`config.mk`:
```
export PLATFORM = sky130hd
export DESIGN_NAME = bmc_soft_pipe
export DESIGN_NICKNAME = d
export VERILOG_FILES = /design/src/rtl/bmc_soft_pipe.sv
export SDC_FILE = /design/constraint.sdc
export NUM_CORES = 1
export LEC_CHECK = 0
export ABC_AREA = 1
export CAP_MARGIN = 20
export CORE_AREA = 2 2 71 73
export DETAILED_ROUTE_END_ITERATION = 10
export DIE_AREA = 0 0 73 75
export PLACE_DENSITY_LB_ADDON = 0.05
export SYNTH_ARGS = -nofsm -noshare
export SYNTH_HDL_FRONTEND = slang
export SYNTH_SLANG_ARGS = --single-unit
```
`constraint.sdc`:
```
create_clock -name clk -period 1.8 [get_ports clk]
set_clock_uncertainty 0.15 [all_clocks]
set_input_delay 0.18 -clock clk [delete_from_list [all_inputs] [get_ports clk]]
set_output_delay 0.18 -clock clk [all_outputs]
set_load 0.02 [all_outputs]
```
`src/rtl/bmc_soft_pipe.sv`:
```
// Soft-decision branch-metric unit (rate-1/2, K=3) with a one-entry valid/ready output stage.
// Optional build macro BMC_NORM_EN: subtract the minimum metric before registering.
module bmc_soft_pipe #(
  parameter int SW    = 3,
  parameter int CNT_W = 16
) (
  input  logic                    clk,
  input  logic                    rst_n,
  input  logic                    in_valid,
  output logic                    in_ready,
  input  logic [2*SW-1:0]         rx_pair,
  input  logic [1:0]              rx_erase,
  input  logic                    in_last,
  output logic                    out_valid,
  input  logic                    out_ready,
  output logic [4*(SW+1)-1:0]     bm_flat,
  output logic                    out_last,
  output logic [CNT_W-1:0]        out_pair_idx
);

  localparam int MW = SW + 1;

  typedef enum logic [0:0] {EMPTY = 1'b0, FULL = 1'b1} state_t;

  state_t            state_r;
  state_t            state_nxt_s;
  logic              accept_s;
  logic              drain_s;
  logic [CNT_W-1:0]  pair_cnt_r;
  logic [MW-1:0]     d1_e0_s, d1_e1_s, d0_e0_s, d0_e1_s;
  logic [MW-1:0]     raw_s [4];
  logic [MW-1:0]     nrm_s [4];
  logic [4*MW-1:0]   bm_nxt_s;
`ifdef BMC_NORM_EN
  logic [MW-1:0]     min_s;
`endif

  // Distance of one soft bit to an expected bit; (2**SW-1)-r is the bitwise inverse of r.
  function automatic logic [MW-1:0] bit_dist(input logic [SW-1:0] r, input logic e,
                                             input logic erase);
    logic [MW-1:0] d;
    if (erase) begin
      d = {MW{1'b0}};
    end else if (e) begin
      d = {1'b0, ~r};
    end else begin
      d = {1'b0, r};
    end
    return d;
  endfunction

  assign out_valid = (state_r == FULL);
  assign in_ready  = !out_valid || out_ready;
  assign accept_s  = in_valid && in_ready;
  assign drain_s   = out_valid && out_ready;

  // Branch metrics for all four expected symbols, optionally normalised.
  always_comb begin
    d1_e0_s = bit_dist(rx_pair[2*SW-1:SW], 1'b0, rx_erase[1]);
    d1_e1_s = bit_dist(rx_pair[2*SW-1:SW], 1'b1, rx_erase[1]);
    d0_e0_s = bit_dist(rx_pair[SW-1:0],    1'b0, rx_erase[0]);
    d0_e1_s = bit_dist(rx_pair[SW-1:0],    1'b1, rx_erase[0]);
    raw_s[0] = d1_e0_s + d0_e0_s;
    raw_s[1] = d1_e0_s + d0_e1_s;
    raw_s[2] = d1_e1_s + d0_e0_s;
    raw_s[3] = d1_e1_s + d0_e1_s;
`ifdef BMC_NORM_EN
    min_s = raw_s[0];
    for (int s = 1; s < 4; s++) begin
      if (raw_s[s] < min_s) begin
        min_s = raw_s[s];
      end else begin
        min_s = min_s;
      end
    end
    for (int s = 0; s < 4; s++) begin
      nrm_s[s] = raw_s[s] - min_s;
    end
`else
    for (int s = 0; s < 4; s++) begin
      nrm_s[s] = raw_s[s];
    end
`endif
    bm_nxt_s = {4*MW{1'b0}};
    for (int s = 0; s < 4; s++) begin
      bm_nxt_s[s*MW +: MW] = nrm_s[s];
    end
  end

  // Occupancy state register.
  always_ff @(posedge clk) begin
    if (!rst_n) begin
      state_r <= EMPTY;
    end else begin
      state_r <= state_nxt_s;
    end
  end

  // Occupancy next state: a simultaneous accept and drain keeps the stage full.
  always_comb begin
    state_nxt_s = state_r;
    case (state_r)
      EMPTY: begin
        if (accept_s) begin
          state_nxt_s = FULL;
        end else begin
          state_nxt_s = EMPTY;
        end
      end
      FULL: begin
        if (drain_s && !accept_s) begin
          state_nxt_s = EMPTY;
        end else begin
          state_nxt_s = FULL;
        end
      end
      default: state_nxt_s = EMPTY;
    endcase
  end

  // Output data and frame index; loaded only on accept so a stall holds them.
  always_ff @(posedge clk) begin
    if (!rst_n) begin
      bm_flat      <= {4*MW{1'b0}};
      out_last     <= 1'b0;
      out_pair_idx <= {CNT_W{1'b0}};
      pair_cnt_r   <= {CNT_W{1'b0}};
    end else if (accept_s) begin
      bm_flat      <= bm_nxt_s;
      out_last     <= in_last;
      out_pair_idx <= pair_cnt_r;
      if (in_last) begin
        pair_cnt_r <= {CNT_W{1'b0}};
      end else begin
        pair_cnt_r <= pair_cnt_r + {{(CNT_W-1){1'b0}}, 1'b1};
      end
    end else begin
      bm_flat      <= bm_flat;
      out_last     <= out_last;
      out_pair_idx <= out_pair_idx;
      pair_cnt_r   <= pair_cnt_r;
    end
  end

endmodule
```
==> metrics.md, run 1 <==
| Metric | Value |
|---|---|
| Chip width | `roughly 73 µm` |
| Post-synth net total | `347` |
| Setup Buffers After CTS | `0` |
| Pre-antenna DRT Iters | `4` |
| Critical-path maximum fanout | `3` |
| WL/cell | `12.1 µm` |
| First-pass GRT wire length | `9.20 mm` |
| Max clock buf depth | `2` |
| Initial Utilization | `0.497` |
| DR vias | `between 2000 and 2500` |
| Fin crit share | `0.966` |
| Final Wtd Congestion | `0.901` |
| Final core utilization | `0.666` |
| Final Hold Vio Count | `0` |
| Sink Count | `50` |
| Clock share of power | `0.321` |
| Max-slew headroom | `0.736` |
| # setup viols final | `0` |
| Site Rows | `25` |
| Hold Crit Start | `bm_flat[12]` |
| Port Buffer Count | `47` |
| Clock root cell | `clkbuf_8` |
| Total gr overflow | `0` |
| Critical Path AT | `1410 ps` |
| H-tree levels | `2` |
| Yosys cell types | `23` |
| Syn Std Cell Area | `2320 µm²` |
| CTS tree | `built` |
| Core Footprint | `roughly 4700 µm²` |
| WS Path Type | `in2out` |
| Final wirelength | `between 5 and 6 mm` |
| F_max | `~580 MHz` |
| Avg Cell Area, Syn | `between 7 and 8 µm²` |
| Resized Gates After CTS | `0` |
| Reg clk slew, reported paths | `90 ps` |
| GRT Util Overall | `0.215` |
| Reg2Reg Setup Slack | `240 ps` |
| Hold Path Stages | `2` |
| Share of power burned in registers | `0.492` |
| Syn Inst Count | `323` |
| Startpoint types | `input port` |
| Vias in the first global route | `1995` |
| Worst Reg-to-Reg Cells | `8` |
| Net count of the finished layout | `about 420` |
| Antenna diodes | `0` |
| Synthesis Warnings | `0` |
| Worst R2R End | `pair_cnt_r[14]` |
| Largest net degree at the start of global routing | `26` |
| Unrepaired setup endpoints after global routing | `false` |
| WHS Endpoint | `bm_flat[12]` |
| Synth-to-layout area growth | `34.0%` |
| Minimum clock period | `1740 ps` |
| Number of buffers created by CTS | `5` |
| Sequential fraction of the synthesis area | `0.432` |
| Design Area, Final | `around 3100 µm²` |
| Layout Cells excl Fill | `about 450` |
| Max cap viols | `0` |
| Hold WS | `roughly 340 ps` |
| Skew-Pair Late Insertion Delay | `roughly 300 ps` |
| VDD IR max | `approximately 0.5 mV` |
| #FFs+latches synth | `50` |
| Transition time of the tightest slew-check pin | `between 300 and 400 ps` |
| Overall power | `around 0.0024 W` |
| Die area | `between 5000 and 6000 µm²` |
| Layout cells sized above 1 | `0.0944` |
| Data required, critical path | `between 1000 and 1500 ps` |
| DRT antenna net count | `0` |
| Static Leak | `around 1.4 nW` |
| Switch share | `0.261` |
| Placed Area | `between 2000 and 3000 µm²` |
| Reg-to-Reg Start | `pair_cnt_r[1]` |
| Die Span Y | `~75 µm` |
| Net Switching | `about 0.00063 W` |
| Comb pwr share | `0.187` |
| Fillcell total | `444` |
| Internal Power | `between 0.0015 and 0.002 W` |
| Setup crit end kind | `primary output` |
| Final HPWL DP | `roughly 4 mm` |
| Hold Path Class | `reg2reg` |
| Initial antenna violation count | `0` |
| I/O pin total | `48` |
| Post-DR vias/cell | `~5` |
| Drc violations | `0` |
| Total placed cells including tap cells | `438` |
| Cell Pwr Density | `779 nW/µm²` |
| Max Slew Vio Count | `0` |
| DR iter-0 viols | `around 120` |
| Post-CTS Hold Buffers | `0` |
| Status | `finished clean` |
worst max-delay path, stage by stage:
cell	delay, ps
clkdlybuf4s50_1	460
inv_1	80
nand2_2	90
clkdlybuf4s50_1	600
flip-flops by register name, indices dropped and copies added (netlist names):
name          cells
bm_flat          16
out_valid         1
pair_cnt_r       16
out_pair_idx     16
out_last          1
worst max path at each step:
stage	startpoint	end	slack, ps	cells after the start
after global placement	rx_erase[0]	bm_flat[10]	-90	11
final	out_ready	in_ready	60	4
after global routing	pair_cnt_r[1]	pair_cnt_r[14]	3	8
after detailed placement	rx_erase[1]	bm_flat[5]	-110	9
after CTS	out_ready	in_ready	50	4
after floorplan	out_valid	pair_cnt_r[10]	320	8
through the flow:
step,setup slack (ps),setup TNS [ps]
2_1_floorplan,324,0
3_3_place_gp,-89.3,-553
3_5_place_dp,-115,-740
4_1_cts,54.0,0
5_1_grt,3.32,0
6_report,62.1,0
layer usage:
layer	track usage	vias to the layer above	share of wire
met3	0.0522	7	0.043
met1	0.292	979	0.51
li1	-	1187	-
met2	0.345	38	0.43
met5	0	-	0
met4	0.0556	0	0.012
power groups by stage:
stage / Combinational (W) / Clock (W) / Sequential, W
final: 0.000452 / 0.000777 / 0.00119
after global routing: 0.000498 / 0.000833 / 0.00120
after CTS: 0.000454 / 0.000796 / 0.00119
after detailed placement: 0.000450 / 0 / 0.00122
after global placement: 0.000446 / 0 / 0.00122
after floorplan: 0.000172 / 0 / 0.00128
layout make-up:
cell class                 instances  area [µm²]  area share
clock inverter                     1        30.0     0.00967
clock buffer                       7        76.3      0.0246
inverter                          41         154      0.0496
sequential                        50        1000       0.322
timing repair buffer              71         663       0.214
multi-input combinational        222        1110       0.359
tap                               54        67.6      0.0218
Yosys cell counts:
cell / number / area (µm²)
nand4_1: 3 / 18.8
nor2_1: 70 / 263
o21ai_0: 36 / 180
inv_1: 39 / 146
a21oi_4: 1 / 16.3
dfxtp_1: 50 / 1000
buf_2: 3 / 15.0
nor4_1: 1 / 6.26
nor3_1: 5 / 25.0
nor2_2: 1 / 6.26
inv_2: 2 / 7.51
ha_1: 11 / 138
o21ai_2: 1 / 8.76
nand2_1: 40 / 150
buf_4: 2 / 15.0
clkbuf_1: 5 / 18.8
xor2_1: 2 / 17.5
xnor2_1: 1 / 8.76
nand2_2: 2 / 12.5
o211ai_1: 4 / 30.0
a211oi_1: 5 / 37.5
nand3_1: 10 / 50.1
a21oi_1: 29 / 145
layout by cell type, fill, tap and decap left out, types with 10 or more instances in the layout:
cell type / n
a21oi_1: 29
ha_1: 11
dfxtp_1: 50
o21ai_0: 36
nor2_1: 70
nand3_1: 10
inv_1: 39
nand2_1: 40
clkdlybuf4s50_1: 47
buf_4: 23
cells by family after synthesis:
kind of cell,after synthesis,share of synthesized area
XOR/XNOR,3,0.0113
flip-flops,50,0.432
AO/OA/AOI/OAI,76,0.180
adder cells (fa/ha/maj),11,0.0594
AND/OR/NAND/NOR,132,0.229
buffers and inverters,51,0.0875
(Power assumes the default switching activity.)
==> run 2: changes to the inputs <==
- CORE_AREA: 2 2 71 73 -> 2 2 91 93
- DIE_AREA: 0 0 73 75 -> 0 0 93 95
==> run 2 against run 1 <==
Effect of this change: global-route usage fell by 7.5 points; non-clock buffer count rose by 3; fmax rose by 0.70%; critical path depth did not move; die area rose by 61%; flip-flop and latch count did not move.
==> metrics.md, run 2 (synthesis gave the netlist of run 1 again) <==
| Metric | Value |
|---|---|
| Status | `finished clean` |
| Die area | `8840 µm² (+61%)` |
| Final Hold Vio Count | `0 (unchanged)` |
| Core Footprint | `7930 µm² (+70%)` |
| Port Buffer Count | `47 (unchanged)` |
| Vias in the first global route | `2153 (+7.9%)` |
| Synth-to-layout area growth | `38.8%` |
| Pre-antenna DRT Iters | `4 (unchanged)` |
| Critical-path maximum fanout | `3 (unchanged)` |
| Most frequent cells in the layout | `70 x nor2_1, 50 x dfxtp_1, 47 x clkdlybuf4s50_1` |
| Total gr overflow | `0 (unchanged)` |
| Clock share of power | `0.373 (+0.052)` |
| VDD IR max | `0.331 mV (-34%)` |
| Top Registers | `bm_flat x16, out_pair_idx x16, pair_cnt_r x16` |
| Net Switching | `0.000655 W (+3.6%)` |
| Switch share | `0.250 (-0.0109)` |
| Site Rows | `33 (+32%)` |
| Minimum clock period | `1730 ps (-12.0 ps)` |
| Chip width | `93 µm (+27%)` |
| F_max | `579 MHz (+0.70%)` |
| Pre-CTS WS | `-200 ps (-85.2 ps)` |
| DR iter-0 viols | `86 (-26%)` |
| Clock root cell | `clkbuf_8` |
| Layout cells sized above 1 | `0.106 (+0.0119)` |
| First-pass GRT wire length | `9.83 mm (+6.9%)` |
| Fin crit share | `0.959 (-0.00668)` |
| Cell Pwr Density | `814 nW/µm² (+4.4%)` |
| Hold Crit Start | `out_pair_idx[0]` |
| Largest net degree at the start of global routing | `25 (-3.8%)` |
| Skew-Pair Late Insertion Delay | `310 ps (about the same)` |
| Reg2Reg Setup Slack | `240 ps (about the same)` |
| Data required, critical path | `1470 ps (about the same)` |
| Worst Reg-to-Reg Cells | `8 (unchanged)` |
| Unrepaired setup endpoints after global routing | `false` |
| CTS tree | `built` |
| Initial antenna violation count | `0 (unchanged)` |
| Commonest non-fill, non-tap cell in the layout | `nor2_1` |
| GRT Util Overall | `0.141 (-0.0747)` |
| I/O pin total | `48 (unchanged)` |
| Critical Path AT | `1400 ps (about the same)` |
| Antenna diodes | `0 (unchanged)` |
| WS Path Type | `in2out` |
| Transition time of the tightest slew-check pin | `289 ps (-104 ps)` |
| DRT antenna net count | `0 (unchanged)` |
| Post-DR vias/cell | `4.50 (-9.3%)` |
| DR vias | `2249 (+1.7%)` |
| Sink Count | `50 (unchanged)` |
| Comb pwr share | `0.172 (-0.015)` |
| Layout Cells excl Fill | `500 (+12%)` |
| WHS Endpoint | `out_pair_idx[0]` |
| Hold Path Class | `reg2reg` |
| Share of power burned in registers | `0.455 (-0.037)` |
| Net count of the finished layout | `418 (+0.72%)` |
| Initial Utilization | `0.292 (-0.205)` |
| Seq. cell area | `1000 µm² (unchanged)` |
| Fillcell total | `851 (+92%)` |
| Max cap viols | `0 (unchanged)` |
| Multi-input combinational cell area | `1110 µm² (unchanged)` |
| Max clock buf depth | `2 (unchanged)` |
| Total placed cells including tap cells | `492 (+12%)` |
| Hold Path Stages | `2 (unchanged)` |
| Startpoint types | `input port` |
| Max-slew headroom | `0.807 (+0.0712)` |
| Max Slew Vio Count | `0 (unchanged)` |
| Number of buffers created by CTS | `5 (unchanged)` |
| Final Wtd Congestion | `0.845 (-6.2%)` |
| Static Leak | `1.41 nW (+2.0%)` |
| Drc violations | `0 (unchanged)` |
| Final wirelength | `5.90 mm (+9.6%)` |
| Placed Area | `3070 µm² (+2.5%)` |
| H-tree levels | `2 (unchanged)` |
| Reg-to-Reg Start | `pair_cnt_r[1]` |
| WL/cell | `11.8 µm (-2.2%)` |
| Worst R2R End | `pair_cnt_r[14]` |
| Reg clk slew, reported paths | `90 ps (about the same)` |
| Internal Power | `0.00196 W (+9.7%)` |
| # setup viols final | `0 (unchanged)` |
| Die Span Y | `95 µm (+27%)` |
| Final setup margin | `74.1 ps (+12.0 ps)` |
| Setup Buffers After CTS | `0 (unchanged)` |
| Setup crit end kind | `primary output` |
| Final HPWL DP | `4.54 mm (+11%)` |
| Design Area, Final | `3220 µm² (+3.5%)` |
[run 2: cell types whose count changed in the layout (fill, tap and decap cells not counted), sizes merged]
| cell | previous run | this run |
|---|---|---|
| buf | 24 | 27 |
| bufinv | 1 | 2 |
| clkbuf | 7 | 6 |
[run 2: how the worst max path moves through the flow]
| stage | endpoint | depth (start not counted) | start |
|---|---|---|---|
| global placement | bm_flat[10] | 11 | rx_erase[0] |
| detailed placement | bm_flat[10] | 11 | rx_erase[0] |
| global route | bm_flat[9] | 9 | rx_erase[0] |
| CTS | in_ready | 4 | out_ready |
| floorplan | pair_cnt_r[10] | 8 | out_valid |
| finish | in_ready | 4 | out_ready |
[run 2: what timing repair did]
action,CTS,global route
hold buffers,0,0
resized for setup,0,1
endpoints found under the setup margin,0,1
[run 2: layout make-up]
class | instances | area share
Sequential cell | 50 | 0.311
Clock buffer | 6 | 0.0257
Clock inverter | 2 | 0.0187
Multi-Input combinational cell | 222 | 0.346
Inverter | 41 | 0.0479
Tap cell | 105 | 0.0409
Timing Repair Buffer | 74 | 0.209
[run 2: power by group through the flow]
stage / logic, W / registers [W] / clock network (W)
detailed placement: 0.000457 / 0.00122 / 0
floorplan: 0.000172 / 0.00128 / 0
global placement: 0.000456 / 0.00122 / 0
global route: 0.000502 / 0.00120 / 0.00106
CTS: 0.000459 / 0.00119 / 0.00101
finish: 0.000450 / 0.00119 / 0.000977
[run 2: worst max-delay path: stages]
cell and delay, ps:
clkdlybuf4s50_1 450, inv_1 70, nand2_2 90, clkdlybuf4s50_1 600
[run 2: per-stage QoR]
stage	setup TNS [ps]	total power (W)	utilization	hold slack [ps]
2_1_floorplan	0	0.00145	-	196
3_3_place_gp	-982	0.00167	0.388	313
3_5_place_dp	-1100	0.00167	0.388	311
4_1_cts	0	0.00266	0.406	325
5_1_grt	0	0.00276	0.406	364
6_report	0	0.00262	0.406	321
[run 2: per-layer routing]
metal,up-vias,global-route usage,wire [µm]
met1,1029,0.170,2750
met3,5,0.0327,173
met2,27,0.253,2910
met5,-,0,0
met4,0,0.0331,62
li1,1188,-,-
==> run 3: changes to the inputs <==
- CTS_CLUSTER_SIZE: unset -> 14
==> results of run 3 <==
Same layout as run 2: the final DEF is identical, and so are final timing and power.
